## config.mk

```make
export PLATFORM = sky130hd
export DESIGN_NAME = seq_divider
export DESIGN_NICKNAME = d
export VERILOG_FILES = /design/src/rtl/div_pkg.sv /design/src/rtl/seq_divider_step.sv /design/src/rtl/seq_divider.sv
export SDC_FILE = /design/constraint.sdc
export NUM_CORES = 1
export LEC_CHECK = 0
export BUFFER_PORTS_ARGS = -buffer_cell sky130_fd_sc_hd__buf_4
export CORE_MARGIN = 2
export CORE_UTILIZATION = 45
export DETAILED_ROUTE_END_ITERATION = 10
export MAX_ROUTING_LAYER = met4
export PLACE_DENSITY = 0.66
export SYNTH_ARGS = -nofsm -noshare
export SYNTH_HDL_FRONTEND = slang
export SYNTH_SLANG_ARGS = --single-unit
export TNS_END_PERCENT = 5
```

## constraint.sdc

```tcl
create_clock -name clk -period 5.3 [get_ports clk]
set_clock_uncertainty 0.05 [all_clocks]
set_input_delay 1.06 -clock clk [delete_from_list [all_inputs] [get_ports clk]]
set_output_delay 1.06 -clock clk [all_outputs]
set_load 0.01 [all_outputs]
```

## src/rtl/div_pkg.sv

```systemverilog
// Shared constants and state encoding for the sequential restoring divider.
package div_pkg;

    localparam int DW_DEFAULT = 8;
    localparam int CNT_W_DEFAULT = $clog2(DW_DEFAULT + 1);

    typedef enum logic [1:0] {
        ST_IDLE = 2'd0,
        ST_RUN  = 2'd1,
        ST_DONE = 2'd2
    } div_state_t;

endpackage

```

## src/rtl/seq_divider_step.sv

```systemverilog
// One restoring-division step: shift in a dividend bit, trial-subtract the divisor.
module div_step #(
    parameter int DW = 8
) (
    input  logic [DW-1:0] r_in,
    input  logic          bit_in,
    input  logic [DW-1:0] d_in,
    output logic [DW-1:0] r_next,
    output logic          qbit
);

    logic [DW:0] trial;
    logic [DW:0] diff;

    // The compare is one bit wider than the remainder so that a divisor near 2^DW still resolves.
    always_comb begin
        trial  = {r_in, bit_in};
        diff   = trial - {1'b0, d_in};
        qbit   = (trial >= {1'b0, d_in});
        r_next = qbit ? diff[DW-1:0] : trial[DW-1:0];
    end

endmodule

```

## src/rtl/seq_divider.sv

```systemverilog
// 2*DW by DW unsigned restoring divider, one quotient bit per clock, start/done handshake.
module seq_divider
    import div_pkg::*;
#(
    parameter int DW = DW_DEFAULT
) (
    input  logic            clk,
    input  logic            rst,
    input  logic            start,
    input  logic [2*DW-1:0] dividend,
    input  logic [DW-1:0]   divisor,
    output logic            busy,
    output logic            done,
    output logic [DW-1:0]   quotient,
    output logic [DW-1:0]   remainder,
    output logic            div_zero,
    output logic            overflow
);

    localparam int CNT_W = $clog2(DW + 1);

    div_state_t      state_q, state_d;
    logic [CNT_W-1:0] cnt_q, cnt_d;
    logic [DW-1:0]   r_q, r_d;
    logic [DW-1:0]   shift_q, shift_d;
    logic [DW-1:0]   d_q, d_d;
    logic [DW-1:0]   quotient_q, quotient_d;
    logic [DW-1:0]   remainder_q, remainder_d;
    logic            div_zero_q, div_zero_d;
    logic            overflow_q, overflow_d;
    logic            busy_q, busy_d;
    logic            done_q, done_d;

    logic [DW-1:0]   step_r;
    logic            step_q;

    div_step #(.DW(DW)) u_step (
        .r_in   (r_q),
        .bit_in (shift_q[DW-1]),
        .d_in   (d_q),
        .r_next (step_r),
        .qbit   (step_q)
    );

    always_comb begin
        state_d     = state_q;
        cnt_d       = cnt_q;
        r_d         = r_q;
        shift_d     = shift_q;
        d_d         = d_q;
        quotient_d  = quotient_q;
        remainder_d = remainder_q;
        div_zero_d  = div_zero_q;
        overflow_d  = overflow_q;

        case (state_q)
            ST_RUN: begin
                r_d     = step_r;
                shift_d = {shift_q[DW-2:0], step_q};
                cnt_d   = cnt_q - 1'b1;
                if (cnt_q == CNT_W'(1)) begin
                    state_d     = ST_DONE;
                    quotient_d  = {shift_q[DW-2:0], step_q};
                    remainder_d = step_r;
                end
            end
            default: begin
                state_d = ST_IDLE;
                if (start) begin
                    if (divisor == '0) begin
                        state_d     = ST_DONE;
                        div_zero_d  = 1'b1;
                        overflow_d  = 1'b0;
                        quotient_d  = '1;
                        remainder_d = dividend[DW-1:0];
                    end else if (dividend[2*DW-1:DW] >= divisor) begin
                        // Quotient would not fit in DW bits.
                        state_d     = ST_DONE;
                        div_zero_d  = 1'b0;
                        overflow_d  = 1'b1;
                        quotient_d  = '1;
                        remainder_d = '0;
                    end else begin
                        state_d    = ST_RUN;
                        div_zero_d = 1'b0;
                        overflow_d = 1'b0;
                        r_d        = dividend[2*DW-1:DW];
                        shift_d    = dividend[DW-1:0];
                        d_d        = divisor;
                        cnt_d      = CNT_W'(DW);
                    end
                end
            end
        endcase

        busy_d = (state_d == ST_RUN);
        done_d = (state_d == ST_DONE);
    end

    always_ff @(posedge clk or negedge rst) begin
        if (!rst) begin
            state_q     <= ST_IDLE;
            cnt_q       <= '0;
            r_q         <= '0;
            shift_q     <= '0;
            d_q         <= '0;
            quotient_q  <= '0;
            remainder_q <= '0;
            div_zero_q  <= 1'b0;
            overflow_q  <= 1'b0;
            busy_q      <= 1'b0;
            done_q      <= 1'b0;
        end else begin
            state_q     <= state_d;
            cnt_q       <= cnt_d;
            r_q         <= r_d;
            shift_q     <= shift_d;
            d_q         <= d_d;
            quotient_q  <= quotient_d;
            remainder_q <= remainder_d;
            div_zero_q  <= div_zero_d;
            overflow_q  <= overflow_d;
            busy_q      <= busy_d;
            done_q      <= done_d;
        end
    end

    assign busy      = busy_q;
    assign done      = done_q;
    assign quotient  = quotient_q;
    assign remainder = remainder_q;
    assign div_zero  = div_zero_q;
    assign overflow  = overflow_q;

endmodule

```

== Yosys cells after proc, flatten, opt, wreduce, memory -nomap -nowiden ==
Index checks and enable logic that the tools add are counted.

* Add/subtract/negate cells: 2
* Order comparisons: 2
* Equal/unequal tests: 7
* Muxes and demuxes: 31
* Bitwise operators: 3
* Reductions and logical operators: 7

{| class="wikitable"
|+ Operator list
! kind !! count
|-
| $mux W8 || 19
|-
| $mux W4 || 4
|-
| $mux W2 || 5
|-
| $ge A9 B8 Y1 || 1
|-
| $ge A8 B8 Y1 || 1
|-
| $logic_not A8 Y1 || 1
|-
| $sub A8 B8 Y8 || 1
|-
| $reduce_and A3 Y1 || 2
|-
| $eq A2 B1 Y1 const B || 2
|-
| $eq A4 B1 Y1 const B || 1
|-
| $ne A2 B1 Y1 const B || 2
|-
| $reduce_and A4 Y1 || 1
|-
| $sub A4 B1 Y4 const B || 1
|-
| $mux W1 || 3
|-
| $not A1 Y1 || 3
|-
| $reduce_bool A3 Y1 || 1
|-
| $eq A2 B2 Y1 const B || 1
|-
| $ne A2 B2 Y1 const B || 1
|-
| $reduce_and A2 Y1 || 1
|-
| $reduce_bool A2 Y1 || 1
|}

* Register bits after elaboration: 50
* Bits of input ports: 27
* Output and inout bits: 20
* Logic and storage cells: 63

== Logic depth before layout (Yosys ltp) ==
* Depth after elaboration: 6
* Mapped depth: 9
* Mapped depth without buffers: 9

== By module ==
A second synthesis with hierarchy kept.

* Cells, all modules: 300
* Area, all modules: 3065.4 µm²

{| class="wikitable"
|+ Modules (own cells, without submodules)
! module !! times used !! cells an instance !! area each (µm²) !! seq. area each (µm²)
|-
| seq_divider || 1 || 234 || 2526.2 || 1251.2
|-
| div_step || 1 || 66 || 539.3 || 0.0
|}

== Least setup slack after synthesis ==
OpenSTA, ideal clock, no wires.

* Path type: input to register
* Start point: input divisor[2]
* End point: register shift_q[3]
* Library setup time: 120 ps
* Arrival time: 2687 ps
* Data required time: 5130 ps
* Path slack: 2444 ps
* Stages: 9
* Buffers on the path: 1
* Path through: inv_1 ha_1 a211oi_1 o21ai_0 a211oi_2 nand3_2 clkbuf_1 o22ai_1 nor2_1

* Cells in the longest elaborated chain, start to end: 3
* Elaborated cells on any way between the ends: 5
* Those cells by class: 1 x order compare; 2 x eq/ne; 2 x reduce/logical

{| class="wikitable"
|+ Ends and longest elaborated chain
! element !! RTL line !! RTL
|-
| start: declaration || seq_divider.sv:11 || <nowiki>input logic [DW-1:0] divisor,</nowiki>
|-
| $ge A8 B8 Y1 / $logic_not A8 Y1 (equally long branches) || seq_divider.sv:76, seq_divider.sv:70 ||
|-
| $ne A2 B1 Y1 (no line) || n/a ||
|-
| $reduce_and A3 Y1 (no line) (*) || n/a ||
|-
| end signal: assignment || seq_divider.sv:117 || <nowiki>shift_q <= shift_d;</nowiki>
|-
| end: declaration || seq_divider.sv:25 || <nowiki>logic [DW-1:0] shift_q, shift_d;</nowiki>
|}

Every way passes the cells marked *; elsewhere a longest branch is shown, timed or not.
A chain may end at the register's enable or synchronous reset.

== Final worst setup path ==
* Start point: input dividend[10]
* End point: register d_q[0]

* Cells in the longest elaborated chain, start to end: 3

{| class="wikitable"
|+ Ends and longest elaborated chain
! element !! RTL line !! RTL
|-
| start: declaration || seq_divider.sv:10 || <nowiki>input logic [2*DW-1:0] dividend,</nowiki>
|-
| $ge A8 B8 Y1 || seq_divider.sv:76 || <nowiki>end else if (dividend[2*DW-1:DW] >= divisor) begin</nowiki>
|-
| $not A1 Y1 (no line) || n/a ||
|-
| $reduce_and A4 Y1 (no line) || n/a ||
|-
| end signal: assignment || seq_divider.sv:106 || <nowiki>d_q <= '0;</nowiki>
|-
| end signal: assignment || seq_divider.sv:118 || <nowiki>d_q <= d_d;</nowiki>
|-
| end: declaration || seq_divider.sv:26 || <nowiki>logic [DW-1:0] d_q, d_d;</nowiki>
|}

Every way passes these cells.

==> impl_metrics.toml <==
[sta]
setup_viol = 0
setup_tns_ns = 0
final_max_slew_viol_count = 0
finalHoldViolCount = 0
finalCriticalPeriod_ns = 3.11
worst_slack_ns = 2.19
tightest_slew_ns = 1.04
slew_headroom = 0.305
fmax_mhz = 322
rsz0062_at_grt = "no"
fin_crit_sh = 0.587

[cts]
cts_setup_buffers = 0
insertion_delay_ns = 0.31
numCtsBuffers = 5
path_clk_slew_ns = 0.09
cts_tree = "yes"
h-tree-depth = 2
hold_buffers = 0
clk_path_buf_depth = 2
cts_resized = 0
ctsRootBufferMaster = "clkbuf_8"
cts.sinks = 50

[die]
die_area_sq_mm = 0.00708
coreArea_sq_mm = 0.00628
die-height_um = 84.1
initial_utilization = 0.460
die_x_um = 84.1
io_pins = 47
rows = 29

[detailed_routing]
totalWireLength_um = 7240
drtIter0Drc = 147
drtPass1Iterations = 5
drcViolationCount = 0
routedWlPerCell_um = 16.4
antenna_left = 0
vias_per_cell = 5.69
vias = 2511

[finish]
final_cell_mix = "dfrtp_1 (50), buf_4 (48), nor2_1 (43), nand2_1 (35), inv_1 (21)"
fin_cells = 441
areaGrowthSynthToFinish_pct = 16.1
drive_gt1_frac = 0.181
diodes = 0
final_nets = 409
mostFrequentLayoutCell = "dfrtp_1"

[critical_path]
start_kind = "input pin"
crit_type = "input pin to flip-flop"
worstSetupEndpointType = "flip-flop"
worstPathArrival_ns = 3.25
path_max_fanout = 26
r2r_start = "state_q[1]"
required_ns = 5.44
crit_start = "dividend[10]"

[synthesis]
ys_seq_area_frac = 0.433
syn_area_sq_mm = 0.00289
netlist_instances = 323
synth.avg_cell_area_sq_um = 8.95
ys_ff_latch = 50
yosys-top-cells-area = "dfrtp_1 (43%), ha_1 (7.8%), nor2_1 (5.6%)"
ys_types = 48
synthesis.nets = 369
ys.flop_type = "dfrtp_1"
yosysWarningCount = 0
yosysTopAreaCellShare = 0.433
synth_edf_count = 0
synth_top_area_cell = "dfrtp_1"
synthArstFlopShare = 1.00

[job]
cap_violations = 0

[placed_design]
dp_hpwl_um = 5400
dpl_worst_slack_ns = 1.90
gp_congestion = 0.888
port_buffers = 46
placedCellCount = 433

[global_route]
gr-usage-all-layers = 0.216
grt_pass1_vias = 2393
grt_overflow = 0
grt_antenna_before_repair = 0
grt_pass1_wl_um = 11800
grt_max_degree = 51

[min_path]
hold_class = "flip-flop to flip-flop"
hp-start = "d_q[5]"

[outcome]
status = "finished, final reports clean"

[pwr]
p_per_area_mw_per_mm2 = 678
leakagePower_uw = 0.00150
peakVddDrop_v = 0.000305
[stage by stage]
step | util | total power, uW | cell area, sq um | hold WS, ns
final | 0.534 | 2270 | 3350 | 0.446
after global routing | 0.534 | 2470 | 3350 | 0.484
after CTS | 0.534 | 2270 | 3350 | 0.450
after detailed placement | 0.520 | 2040 | 3260 | 0.428
after global placement | 0.520 | 2000 | 3260 | 0.414
after floorplan | - | 1650 | 2890 | 0.400
[layer usage]
| metal | up-vias | global-route usage | routed length [um] | share of wire |
|---|---|---|---|---|
| met2 | 71 | 0.314 | 3210 | 0.44 |
| met5 | - | - | 0 | 0 |
| met3 | 10 | 0.0305 | 367 | 0.051 |
| li1 | 1224 | - | - | - |
| met1 | 1206 | 0.316 | 3580 | 0.49 |
| met4 | 0 | 0.0630 | 89 | 0.012 |
[kinds of logic after synthesis]
group                      Yosys count  synth area share
xor gates and xnor gates             2           0.00606
and+or+nand+nor                    123             0.197
muxes                                6            0.0221
DFF                                 50             0.433
adders and majority gates           19            0.0849
buffers and inverters               36            0.0558
AOI/OAI and AO/OA                   87             0.201
[state kept, by name (all words and copies together), names as in the netlist]
signal and cells:
busy 1, cnt_q 4, d_q 8, div_zero 1, done 1, overflow 1, quotient 8, r_q 8
remainder 8, shift_q 8, state_q 2
[synth_stat cells, types with 2 or more instances]
| cell type | n |
|---|---|
| o211ai_1 | 2 |
| buf_2 | 3 |
| a31oi_1 | 5 |
| clkbuf_1 | 8 |
| and2_1 | 5 |
| nor4_1 | 4 |
| o22ai_1 | 8 |
| mux2_2 | 3 |
| a311oi_1 | 4 |
| nand3_1 | 8 |
| ha_1 | 18 |
| mux2i_1 | 3 |
| buf_4 | 2 |
| and3_1 | 2 |
| inv_1 | 21 |
| buf_6 | 2 |
| a21oi_1 | 17 |
| dfrtp_1 | 50 |
| o311ai_0 | 3 |
| nand2_1 | 35 |
| nor2_1 | 43 |
| a211oi_1 | 3 |
| nand2b_1 | 3 |
| nand3_2 | 2 |
| nor2b_1 | 6 |
| o21ai_0 | 20 |
| o22a_1 | 6 |
| nor3_1 | 10 |
| o21a_1 | 2 |
| xnor2_1 | 2 |
| a21o_1 | 6 |
[critical path: stages]
cell and delay (ns):
buf_4 0.12, ha_1 0.30, a211oi_1 0.19, o21ai_0 0.16, a211oi_2 0.44, nand3_2 0.51, mux2_2 0.48
[worst paths after layout]
kind                                     end  slack, ns  depth (start not counted)
worst max register to register  remainder[7]       2.50                          5
worst max-delay path                  d_q[0]       2.19                          7
max in group asynchronous             r_q[1]       4.06                          1
worst min-delay path                  d_q[5]       0.45                          2
min in group asynchronous        quotient[1]       0.71                          1
worst min register to register        d_q[5]       0.45                          2
[power breakdown]
part	internal, uW	total (uW)	switching [uW]	leakage, uW
logic	586	1370	780	0.000886
clock network	93.1	228	135	0.0000441
registers	559	680	121	0.000568
total	1240	2270	1040	0.00150
[cell type report]
cell class / instances / area, sq um
fillers: 607 / 2920
multi-input cells: 237 / 1480
flip-flops and latches: 50 / 1250
repair buffers: 48 / 360
well taps: 77 / 96.3
inverters: 21 / 78.8
clock buffers: 5 / 68.8
clock inverters: 3 / 21.3
Note: power is estimated with default switching activity, not from simulation.
